## config.mk

```make
export PLATFORM = sky130hd
export DESIGN_NAME = bk_page_mmu_flat
export DESIGN_NICKNAME = d
export VERILOG_FILES = /design/src/rtl/bk_page_mmu_pkg.sv /design/src/rtl/bk_page_mmu_if.sv /design/src/rtl/bk_page_regs.sv /design/src/rtl/bk_page_mmu.sv /design/src/flat_wrapper.sv
export SDC_FILE = /design/constraint.sdc
export NUM_CORES = 1
export LEC_CHECK = 0
export ABC_CLOCK_PERIOD_IN_PS = 3200
export BUFFER_PORTS_ARGS = -buffer_cell sky130_fd_sc_hd__buf_2
export CAP_MARGIN = 0
export CORE_ASPECT_RATIO = 1.4
export CORE_MARGIN = 1.5
export CORE_UTILIZATION = 53
export DETAILED_ROUTE_END_ITERATION = 7
export HOLD_SLACK_MARGIN = 0.06
export PLACE_DENSITY = 0.8
export SLEW_MARGIN = 30
export SYNTH_ARGS = -nofsm -noshare
export SYNTH_HDL_FRONTEND = slang
export SYNTH_HIERARCHICAL = 1
export SYNTH_SLANG_ARGS = --single-unit
```

## constraint.sdc

```tcl
create_clock -name clk_bus -period 3.2 [get_ports clk_bus]
set_clock_uncertainty 0.2 [all_clocks]
set_input_delay 0.64 -clock clk_bus [delete_from_list [all_inputs] [get_ports clk_bus]]
set_output_delay 0.64 -clock clk_bus [all_outputs]
set_load 0.05 [all_outputs]
```

## src/rtl/bk_page_mmu_pkg.sv

```systemverilog
// Shared types for the BK paged MMU.
//   state_t      : sequencer states, also exported on the debug state port
//   page_entry_t : decoded page register {valid, ro, page}. The page field is
//                  sized for the widest supported page number; narrower
//                  configurations zero-extend into it.
package bk_mmu_pkg;

   localparam int PAGE_W_MAX = 16;

   typedef enum logic [2:0] {
      IDLE  = 3'd0,
      WAIT  = 3'd1,
      REQ   = 3'd2,
      ACK   = 3'd3,
      FAULT = 3'd4
   } state_t;

   typedef struct packed {
      logic                  valid;
      logic                  ro;
      logic [PAGE_W_MAX-1:0] page;
   } page_entry_t;

endpackage

```

## src/rtl/bk_page_mmu_if.sv

```systemverilog
// CPU-side bus of the BK paged MMU.
// Handshake: the CPU presents bus_addr/bus_we/bus_wtbt/bus_din with bus_sync
// and bus_stb high and holds them until it sees bus_ack; the MMU keeps bus_ack
// (and bus_dout on reads) high until the CPU drops bus_stb. A dropped bus_stb
// before bus_ack abandons the cycle from the CPU's point of view.
//   master : CPU side (drives address, data, strobes)
//   slave  : MMU side (drives bus_dout, bus_ack)
interface bk_page_mmu_if;
   logic [15:0] bus_addr;
   logic [15:0] bus_din;
   logic [15:0] bus_dout;
   logic        bus_sync;
   logic        bus_stb;
   logic        bus_we;
   logic [1:0]  bus_wtbt;
   logic        bus_ack;

   modport master (
      output bus_addr, bus_din, bus_sync, bus_stb, bus_we, bus_wtbt,
      input  bus_dout, bus_ack
   );

   modport slave (
      input  bus_addr, bus_din, bus_sync, bus_stb, bus_we, bus_wtbt,
      output bus_dout, bus_ack
   );
endinterface

```

## src/rtl/bk_page_regs.sv

```systemverilog
// Page register file: WINDOWS entries of {valid, ro, page[PAGE_BITS-1:0]}.
// Reset value of entry i is {1, 0, i} (identity map, all writable).
// Ports:
//   clk_bus, reset_n : clock, asynchronous active-low reset
//   we, widx, wdata  : single write port, effective after the clock edge
//   ridx_a / rdata_a : combinational read port (address translation)
//   ridx_b / rdata_b : combinational read port (configuration readback)
module bk_page_regs #(
   parameter int WINDOWS   = 4,
   parameter int PAGE_BITS = 11,
   localparam int WB = $clog2(WINDOWS),
   localparam int EW = PAGE_BITS + 2
) (
   input  logic          clk_bus,
   input  logic          reset_n,
   input  logic          we,
   input  logic [WB-1:0] widx,
   input  logic [EW-1:0] wdata,
   input  logic [WB-1:0] ridx_a,
   output logic [EW-1:0] rdata_a,
   input  logic [WB-1:0] ridx_b,
   output logic [EW-1:0] rdata_b
);

   logic [EW-1:0] regs_q [WINDOWS];
   logic [EW-1:0] regs_d [WINDOWS];

   always_comb begin
      regs_d = regs_q;
      if (we) regs_d[widx] = wdata;
   end

   always_ff @(posedge clk_bus or negedge reset_n) begin
      if (!reset_n) begin
         for (int i = 0; i < WINDOWS; i++) regs_q[i] <= {1'b1, 1'b0, PAGE_BITS'(i)};
      end else begin
         regs_q <= regs_d;
      end
   end

   assign rdata_a = regs_q[ridx_a];
   assign rdata_b = regs_q[ridx_b];

endmodule

```

## src/rtl/bk_page_mmu.sv

```systemverilog
// Paged MMU and bus-to-SDRAM sequencer for the BK CPU bus.
// The 64KB CPU space is split into WINDOWS windows, each mapped through a page
// register onto a physical page. Accesses to legacy pages take LEGACY_WAIT
// contention cycles before the SDRAM request. Writes to read-only pages and
// accesses through invalid entries raise a one-cycle fault and are never acked.
// Ports:
//   clk_bus, reset_n          : clock, asynchronous active-low reset
//   bus                       : CPU bus (slave modport)
//   fault, screen_write       : one-cycle status pulses
//   cfg_we/cfg_idx/cfg_din    : page register write, cfg_dout = entry at cfg_idx
//   ram_req/ram_ready         : SDRAM request held until ready
//   ram_addr/we/wtbt/din/dout : SDRAM word address, command and data
//   dbg_state                 : current sequencer state
module bk_page_mmu
   import bk_mmu_pkg::*;
#(
   parameter int          WINDOWS      = 4,
   parameter int          PAGE_BITS    = 11,
   parameter int          LEGACY_PAGES = 8,
   parameter int          LEGACY_WAIT  = 3,
   parameter logic [15:0] IO_BASE      = 16'o177000,
   parameter int          SCREEN_P0    = 5,
   parameter int          SCREEN_P1    = 6,
   localparam int WB      = $clog2(WINDOWS),
   localparam int PHYS_AW = PAGE_BITS + 16 - WB,
   localparam int EW      = PAGE_BITS + 2,
   localparam int CW      = (LEGACY_WAIT > 3) ? $clog2(LEGACY_WAIT) : 2
) (
   input  logic               clk_bus,
   input  logic               reset_n,
   bk_page_mmu_if.slave       bus,
   output logic               fault,
   output logic [1:0]         screen_write,
   input  logic               cfg_we,
   input  logic [WB-1:0]      cfg_idx,
   input  logic [EW-1:0]      cfg_din,
   output logic [EW-1:0]      cfg_dout,
   output logic               ram_req,
   input  logic               ram_ready,
   output logic [PHYS_AW-2:0] ram_addr,
   output logic               ram_we,
   output logic [1:0]         ram_wtbt,
   output logic [15:0]        ram_din,
   input  logic [15:0]        ram_dout,
   output state_t             dbg_state
);

   logic [EW-1:0] t_raw;
   page_entry_t   t_ent;
   logic          hit, t_legacy, addr_lsb_unused;

   bk_page_regs #(.WINDOWS(WINDOWS), .PAGE_BITS(PAGE_BITS)) u_regs (
      .clk_bus (clk_bus),
      .reset_n (reset_n),
      .we      (cfg_we),
      .widx    (cfg_idx),
      .wdata   (cfg_din),
      .ridx_a  (bus.bus_addr[15:16-WB]),
      .rdata_a (t_raw),
      .ridx_b  (cfg_idx),
      .rdata_b (cfg_dout)
   );

   // Byte lane selection is carried by bus_wtbt; the SDRAM is word addressed.
   assign addr_lsb_unused = bus.bus_addr[0];

   always_comb begin
      t_ent       = '0;
      t_ent.valid = t_raw[PAGE_BITS+1];
      t_ent.ro    = t_raw[PAGE_BITS];
      t_ent.page  = PAGE_W_MAX'(t_raw[PAGE_BITS-1:0]);
   end

   assign hit      = bus.bus_sync && bus.bus_stb && (bus.bus_addr < IO_BASE);
   assign t_legacy = (t_ent.page < PAGE_W_MAX'(LEGACY_PAGES)) && (LEGACY_WAIT > 0);

   state_t              state_q, state_d;
   logic [CW-1:0]       cnt_q, cnt_d;
   logic                abort_q, abort_d;
   logic [1:0]          scr_hit_q, scr_hit_d;
   logic                ack_q, ack_d;
   logic [15:0]         dout_q, dout_d;
   logic                fault_q, fault_d;
   logic [1:0]          scr_q, scr_d;
   logic                req_q, req_d;
   logic [PHYS_AW-2:0]  addr_q, addr_d;
   logic                we_q, we_d;
   logic [1:0]          wtbt_q, wtbt_d;
   logic [15:0]         din_q, din_d;

   always_comb begin
      state_d   = state_q;
      cnt_d     = cnt_q;
      abort_d   = abort_q;
      scr_hit_d = scr_hit_q;
      ack_d     = ack_q;
      dout_d    = dout_q;
      fault_d   = 1'b0;
      scr_d     = 2'b00;
      req_d     = req_q;
      addr_d    = addr_q;
      we_d      = we_q;
      wtbt_d    = wtbt_q;
      din_d     = din_q;
      case (state_q)
         IDLE: begin
            ack_d  = 1'b0;
            dout_d = '0;
            if (hit) begin
               if (!t_ent.valid || (bus.bus_we && t_ent.ro)) begin
                  state_d = FAULT;
                  fault_d = 1'b1;
               end else begin
                  // Everything the SDRAM op needs is latched here, so later
                  // cfg writes cannot disturb an access already in flight.
                  addr_d    = {t_ent.page[PAGE_BITS-1:0], bus.bus_addr[15-WB:1]};
                  we_d      = bus.bus_we;
                  wtbt_d    = bus.bus_we ? bus.bus_wtbt : 2'b11;
                  din_d     = bus.bus_din;
                  abort_d   = 1'b0;
                  scr_hit_d = {t_ent.page == PAGE_W_MAX'(SCREEN_P1),
                               t_ent.page == PAGE_W_MAX'(SCREEN_P0)};
                  if (t_legacy) begin
                     state_d = WAIT;
                     cnt_d   = CW'(LEGACY_WAIT - 1);
                  end else begin
                     state_d = REQ;
                     req_d   = 1'b1;
                  end
               end
            end
         end
         WAIT: begin
            if (!bus.bus_stb) abort_d = 1'b1;
            if (cnt_q == '0) begin
               state_d = REQ;
               req_d   = 1'b1;
            end else begin
               cnt_d = cnt_q - 1'b1;
            end
         end
         REQ: begin
            if (!bus.bus_stb) abort_d = 1'b1;
            if (ram_ready) begin
               // The SDRAM op always completes; an abort only hides the reply.
               req_d = 1'b0;
               if (we_q) scr_d = scr_hit_q;
               if (abort_q || !bus.bus_stb) begin
                  state_d = IDLE;
               end else begin
                  state_d = ACK;
                  ack_d   = 1'b1;
                  dout_d  = we_q ? 16'h0000 : ram_dout;
               end
            end
         end
         ACK: begin
            if (!bus.bus_stb) begin
               state_d = IDLE;
               ack_d   = 1'b0;
               dout_d  = '0;
            end
         end
         FAULT: begin
            if (!bus.bus_stb) state_d = IDLE;
         end
         default: state_d = IDLE;
      endcase
   end

   always_ff @(posedge clk_bus or negedge reset_n) begin
      if (!reset_n) begin
         state_q   <= IDLE;
         cnt_q     <= '0;
         abort_q   <= 1'b0;
         scr_hit_q <= 2'b00;
         ack_q     <= 1'b0;
         dout_q    <= '0;
         fault_q   <= 1'b0;
         scr_q     <= 2'b00;
         req_q     <= 1'b0;
         addr_q    <= '0;
         we_q      <= 1'b0;
         wtbt_q    <= 2'b00;
         din_q     <= '0;
      end else begin
         state_q   <= state_d;
         cnt_q     <= cnt_d;
         abort_q   <= abort_d;
         scr_hit_q <= scr_hit_d;
         ack_q     <= ack_d;
         dout_q    <= dout_d;
         fault_q   <= fault_d;
         scr_q     <= scr_d;
         req_q     <= req_d;
         addr_q    <= addr_d;
         we_q      <= we_d;
         wtbt_q    <= wtbt_d;
         din_q     <= din_d;
      end
   end

   assign bus.bus_ack   = ack_q;
   assign bus.bus_dout  = dout_q;
   assign fault         = fault_q;
   assign screen_write  = scr_q;
   assign ram_req       = req_q;
   assign ram_addr      = addr_q;
   assign ram_we        = we_q;
   assign ram_wtbt      = wtbt_q;
   assign ram_din       = din_q;
   assign dbg_state     = state_q;

endmodule

```

## src/flat_wrapper.sv

```systemverilog
// flat-port wrapper written by rule: the top's interface ports become plain ports
module bk_page_mmu_flat import bk_mmu_pkg::*;
#(
   parameter int          WINDOWS      = 4,
   parameter int          PAGE_BITS    = 11,
   parameter int          LEGACY_PAGES = 8,
   parameter int          LEGACY_WAIT  = 3,
   parameter logic [15:0] IO_BASE      = 16'o177000,
   parameter int          SCREEN_P0    = 5,
   parameter int          SCREEN_P1    = 6,
   localparam int WB      = $clog2(WINDOWS),
   localparam int PHYS_AW = PAGE_BITS + 16 - WB,
   localparam int EW      = PAGE_BITS + 2,
   localparam int CW      = (LEGACY_WAIT > 3) ? $clog2(LEGACY_WAIT) : 2
)
  (clk_bus, reset_n, fault, screen_write, cfg_we, cfg_idx, cfg_din, cfg_dout, ram_req, ram_ready, ram_addr, ram_we, ram_wtbt, ram_din, ram_dout, dbg_state, bus_bus_addr, bus_bus_din, bus_bus_sync, bus_bus_stb, bus_bus_we, bus_bus_wtbt, bus_bus_dout, bus_bus_ack);
  bk_page_mmu_if bus_i ();
  input  logic clk_bus;
  input  logic reset_n;
  output logic fault;
  output logic [1:0] screen_write;
  input  logic cfg_we;
  input  logic [WB-1:0] cfg_idx;
  input  logic [EW-1:0] cfg_din;
  output logic [EW-1:0] cfg_dout;
  output logic ram_req;
  input  logic ram_ready;
  output logic [PHYS_AW-2:0] ram_addr;
  output logic ram_we;
  output logic [1:0] ram_wtbt;
  output logic [15:0] ram_din;
  input  logic [15:0] ram_dout;
  output state_t dbg_state;
  input wire logic [$bits(bus_i.bus_addr)-1:0] bus_bus_addr;
  input wire logic [$bits(bus_i.bus_din)-1:0] bus_bus_din;
  input wire logic [$bits(bus_i.bus_sync)-1:0] bus_bus_sync;
  input wire logic [$bits(bus_i.bus_stb)-1:0] bus_bus_stb;
  input wire logic [$bits(bus_i.bus_we)-1:0] bus_bus_we;
  input wire logic [$bits(bus_i.bus_wtbt)-1:0] bus_bus_wtbt;
  output wire logic [$bits(bus_i.bus_dout)-1:0] bus_bus_dout;
  output wire logic [$bits(bus_i.bus_ack)-1:0] bus_bus_ack;
  assign bus_i.bus_addr = bus_bus_addr;
  assign bus_i.bus_din = bus_bus_din;
  assign bus_i.bus_sync = bus_bus_sync;
  assign bus_i.bus_stb = bus_bus_stb;
  assign bus_i.bus_we = bus_bus_we;
  assign bus_i.bus_wtbt = bus_bus_wtbt;
  assign bus_bus_dout = bus_i.bus_dout;
  assign bus_bus_ack = bus_i.bus_ack;
  bk_page_mmu #(.WINDOWS(WINDOWS), .PAGE_BITS(PAGE_BITS), .LEGACY_PAGES(LEGACY_PAGES), .LEGACY_WAIT(LEGACY_WAIT), .IO_BASE(IO_BASE), .SCREEN_P0(SCREEN_P0), .SCREEN_P1(SCREEN_P1)) u_core (.clk_bus(clk_bus), .reset_n(reset_n), .bus(bus_i), .fault(fault), .screen_write(screen_write), .cfg_we(cfg_we), .cfg_idx(cfg_idx), .cfg_din(cfg_din), .cfg_dout(cfg_dout), .ram_req(ram_req), .ram_ready(ram_ready), .ram_addr(ram_addr), .ram_we(ram_we), .ram_wtbt(ram_wtbt), .ram_din(ram_din), .ram_dout(ram_dout), .dbg_state(dbg_state));
endmodule
```

==> results.toml <==
[outcome]
status = "complete, no violations"

[placed_design]
pre_cts_ws_ns = 0.0541
place_inst = 651
finalWeightedCongestion = 0.838
post-dp-hpwl_mm = 9.31
io_buffers = 150

[power_and_ir_drop]
p_leak_nw = 3.52
power_density_nw_per_um2 = 962
total_power_w = 0.00695
ir_drop_mv = 0.583

[layout]
final_nets = 605
final_cell_count_no_fill = 685
layout_commonest_cell = "buf_2"
final_cell_mix = "buf_2 (149), dfrtp_1 (116), mux2_2 (56)"
fill_cells = 773
drive_gt1_frac = 0.611
areaGrowthSynthToFinish_pct = 25.8

[yosys]
synth_edf_count = 0
netlist_area_um2 = 5740
yosysWarnings = 6
synth.avg_cell_area_um2 = 15.7
ys.flop_type = "dfrtp_1"
seq_area_frac_synth = 0.542
async_reset_ff_frac = 1.00
synth-seq-cells = 124
synth_cells = 365
synth_fp_nets = 438
synth_cell_types = 43

[clocking]
cts_tree = "done"
clock_sinks = 124
htreeDepth = 4
post_cts_resize_count = 0
clockBufferDepth = 2
clock_latency_ns = 0.41
cts_root_buf = "clkbuf_16"
cts_setup_buffers = 0
clk_pin_slew_worst_paths_ns = 0.06
cts_buffers = 17
cts-hold-fix-buffers = 0

[timing]
hold_violations = 0
finalMaxSlewViolations = 0
tightest_slew_ns = 0.663
whs_ns = 0.0655
post-route-period-util = 0.869
worst_slack_ns = 0.419
fmax_mhz = 360
slew_headroom = 0.558
fin_crit_ns = 2.78
setup_viol = 0
rsz0062_at_grt = "false"
setup-tns-final_ns = 0

[global_routing]
grt_pass1_vias = 4053
grt_pass1_wl_mm = 21.1
grt_overflow = 0
grt_antenna_before_repair = 2
grt_max_degree = 51
grt.total_usage = 0.241

[setup_path]
cp_top_family = "buffers and inverters"
crit_path_start_kind = "input pin"
slowest_stage = "mux4_2"
crit_top_cell = "buf_2"
rr_startpoint = "u_core/u_regs/regs_q[10]"
r2r_end = "u_core/cnt_q[1]"
critical_path_class = "input pin to output port"
crit_path_end_kind = "output port"
worstPathRequired_ns = 2.36
crit_chain = "buf_2 > mux4_2 > buf_2"
critPathMaxFanout = 17
crit_path_max_incr_delay_ns = 0.60
reg2reg_depth = 6
crit_buf_inv = 2
r2r_setup_slack_ns = 0.67
cp.arrival_ns = 1.94

[route]
drc = 0
dr.first_iter.drc_count = 103
wl_per_cell_um = 19.0
drt-total-wl_mm = 13.0
drtPass1Iterations = 5
routed_via_density = 5.53
via_count = 3787
antenna_left = 0

[die]
pin_count = 152
die_h_um = 126
dieArea_um2 = 11500
core_area_um2 = 10500
die_w_um = 91.0
row_count = 44
start_util = 0.549

[min_path]
hold_path.class = "input pin to asynchronous set/reset pin"

[job]
drv_cap = 0
synthesized netlist by cell type, types with 2 or more instances:
cell type	count	share of area
and3_1	2	0.0022
buf_6	4	0.0078
buf_1	2	0.0013
mux2_2	56	0.11
mux4_2	26	0.10
mux2_4	37	0.097
buf_2	5	0.0044
nor4_1	2	0.0022
nor2b_1	4	0.0044
nand3b_1	3	0.0039
nand2b_1	2	0.0022
o41ai_2	2	0.0057
o21ai_0	9	0.0078
nor2_1	8	0.0052
a22o_1	16	0.024
nand3_1	2	0.0017
buf_4	4	0.0052
o21a_1	3	0.0039
and2_1	3	0.0033
dfstp_2	8	0.037
nand2_1	15	0.0098
a21oi_1	4	0.0035
a22oi_1	2	0.0026
dfrtp_1	116	0.51
inv_1	5	0.0033
buf_12	4	0.014
nor3_1	5	0.0044
power breakdown:
group	internal (W)	leakage, nW	switching (W)
Clock	0.00124	0.279	0.000652
Sequential	0.00203	1.51	0.000305
Combinational	0.000940	1.73	0.00179
Total	0.00421	3.52	0.00275
worst reg2reg max path: stages (launching register included):
cell     delay, ns
dfrtp_1       0.39
mux4_2        0.52
nor4_1        0.45
and2_1        0.27
a21oi_1       0.09
nor2_1        0.15
mux2_2        0.35
metrics by stage:
| stage | utilization | area (um^2) |
|---|---|---|
| floorplan | - | 5740 |
| global placement | 0.633 | 6620 |
| detailed placement | 0.634 | 6630 |
| CTS | 0.690 | 7220 |
| global route | 0.691 | 7220 |
| finish | 0.691 | 7230 |
per-layer routing:
layer	vias up	routed length (um)	track usage
met5	-	0	0
met4	0	310	0.107
met3	23	838	0.0670
met2	161	6860	0.421
met1	1898	4980	0.274
li1	1705	-	-
registers in the layout (all words and copies together) (netlist names):
register and count:
u_core/ram_we 1, u_core/ram_addr 24, u_core/cnt_q 2, u_core/u_regs/regs_q 52, u_core/ram_wtbt 2, u_core/scr_hit_q 2
u_core/fault 1, u_core/dbg_state 3, u_core/bus.bus_dout 16, u_core/abort_q 1, u_core/ram_din 16, u_core/bus.bus_ack 1
u_core/screen_write 2, u_core/ram_req 1
cell type report:
cell class | instances | area, um^2 | area share
flip-flops and latches | 124 | 3110 | 0.431
repair buffers | 167 | 893 | 0.124
clock inverters | 11 | 144 | 0.0199
well taps | 138 | 173 | 0.0239
clock buffers | 21 | 450 | 0.0623
multi-input cells | 217 | 2430 | 0.336
diodes | 2 | 5.00 | 0.000693
inverters | 5 | 18.8 | 0.00260
kinds of logic after synthesis:
logic type / after synthesis / synth area share
AOI/OAI and AO/OA: 43 / 0.0571
adders and majority gates: 2 / 0.00392
buffers and inverters: 24 / 0.0359
DFF: 124 / 0.542
muxes: 119 / 0.308
and+or+nand+nor: 53 / 0.0525
worst max path at each step:
stage,cells after the start,to,from
finish,3,cfg_dout[8],cfg_idx[0]
global route,8,u_core/cnt_q[1],bus_bus_addr[14]
CTS,3,cfg_dout[4],cfg_idx[0]
detailed placement,8,u_core/cnt_q[1],bus_bus_addr[14]
global placement,8,u_core/cnt_q[1],bus_bus_addr[14]
floorplan,7,u_core/cnt_q[1],bus_bus_addr[14]
Note: power is estimated with default switching activity, not from simulation.
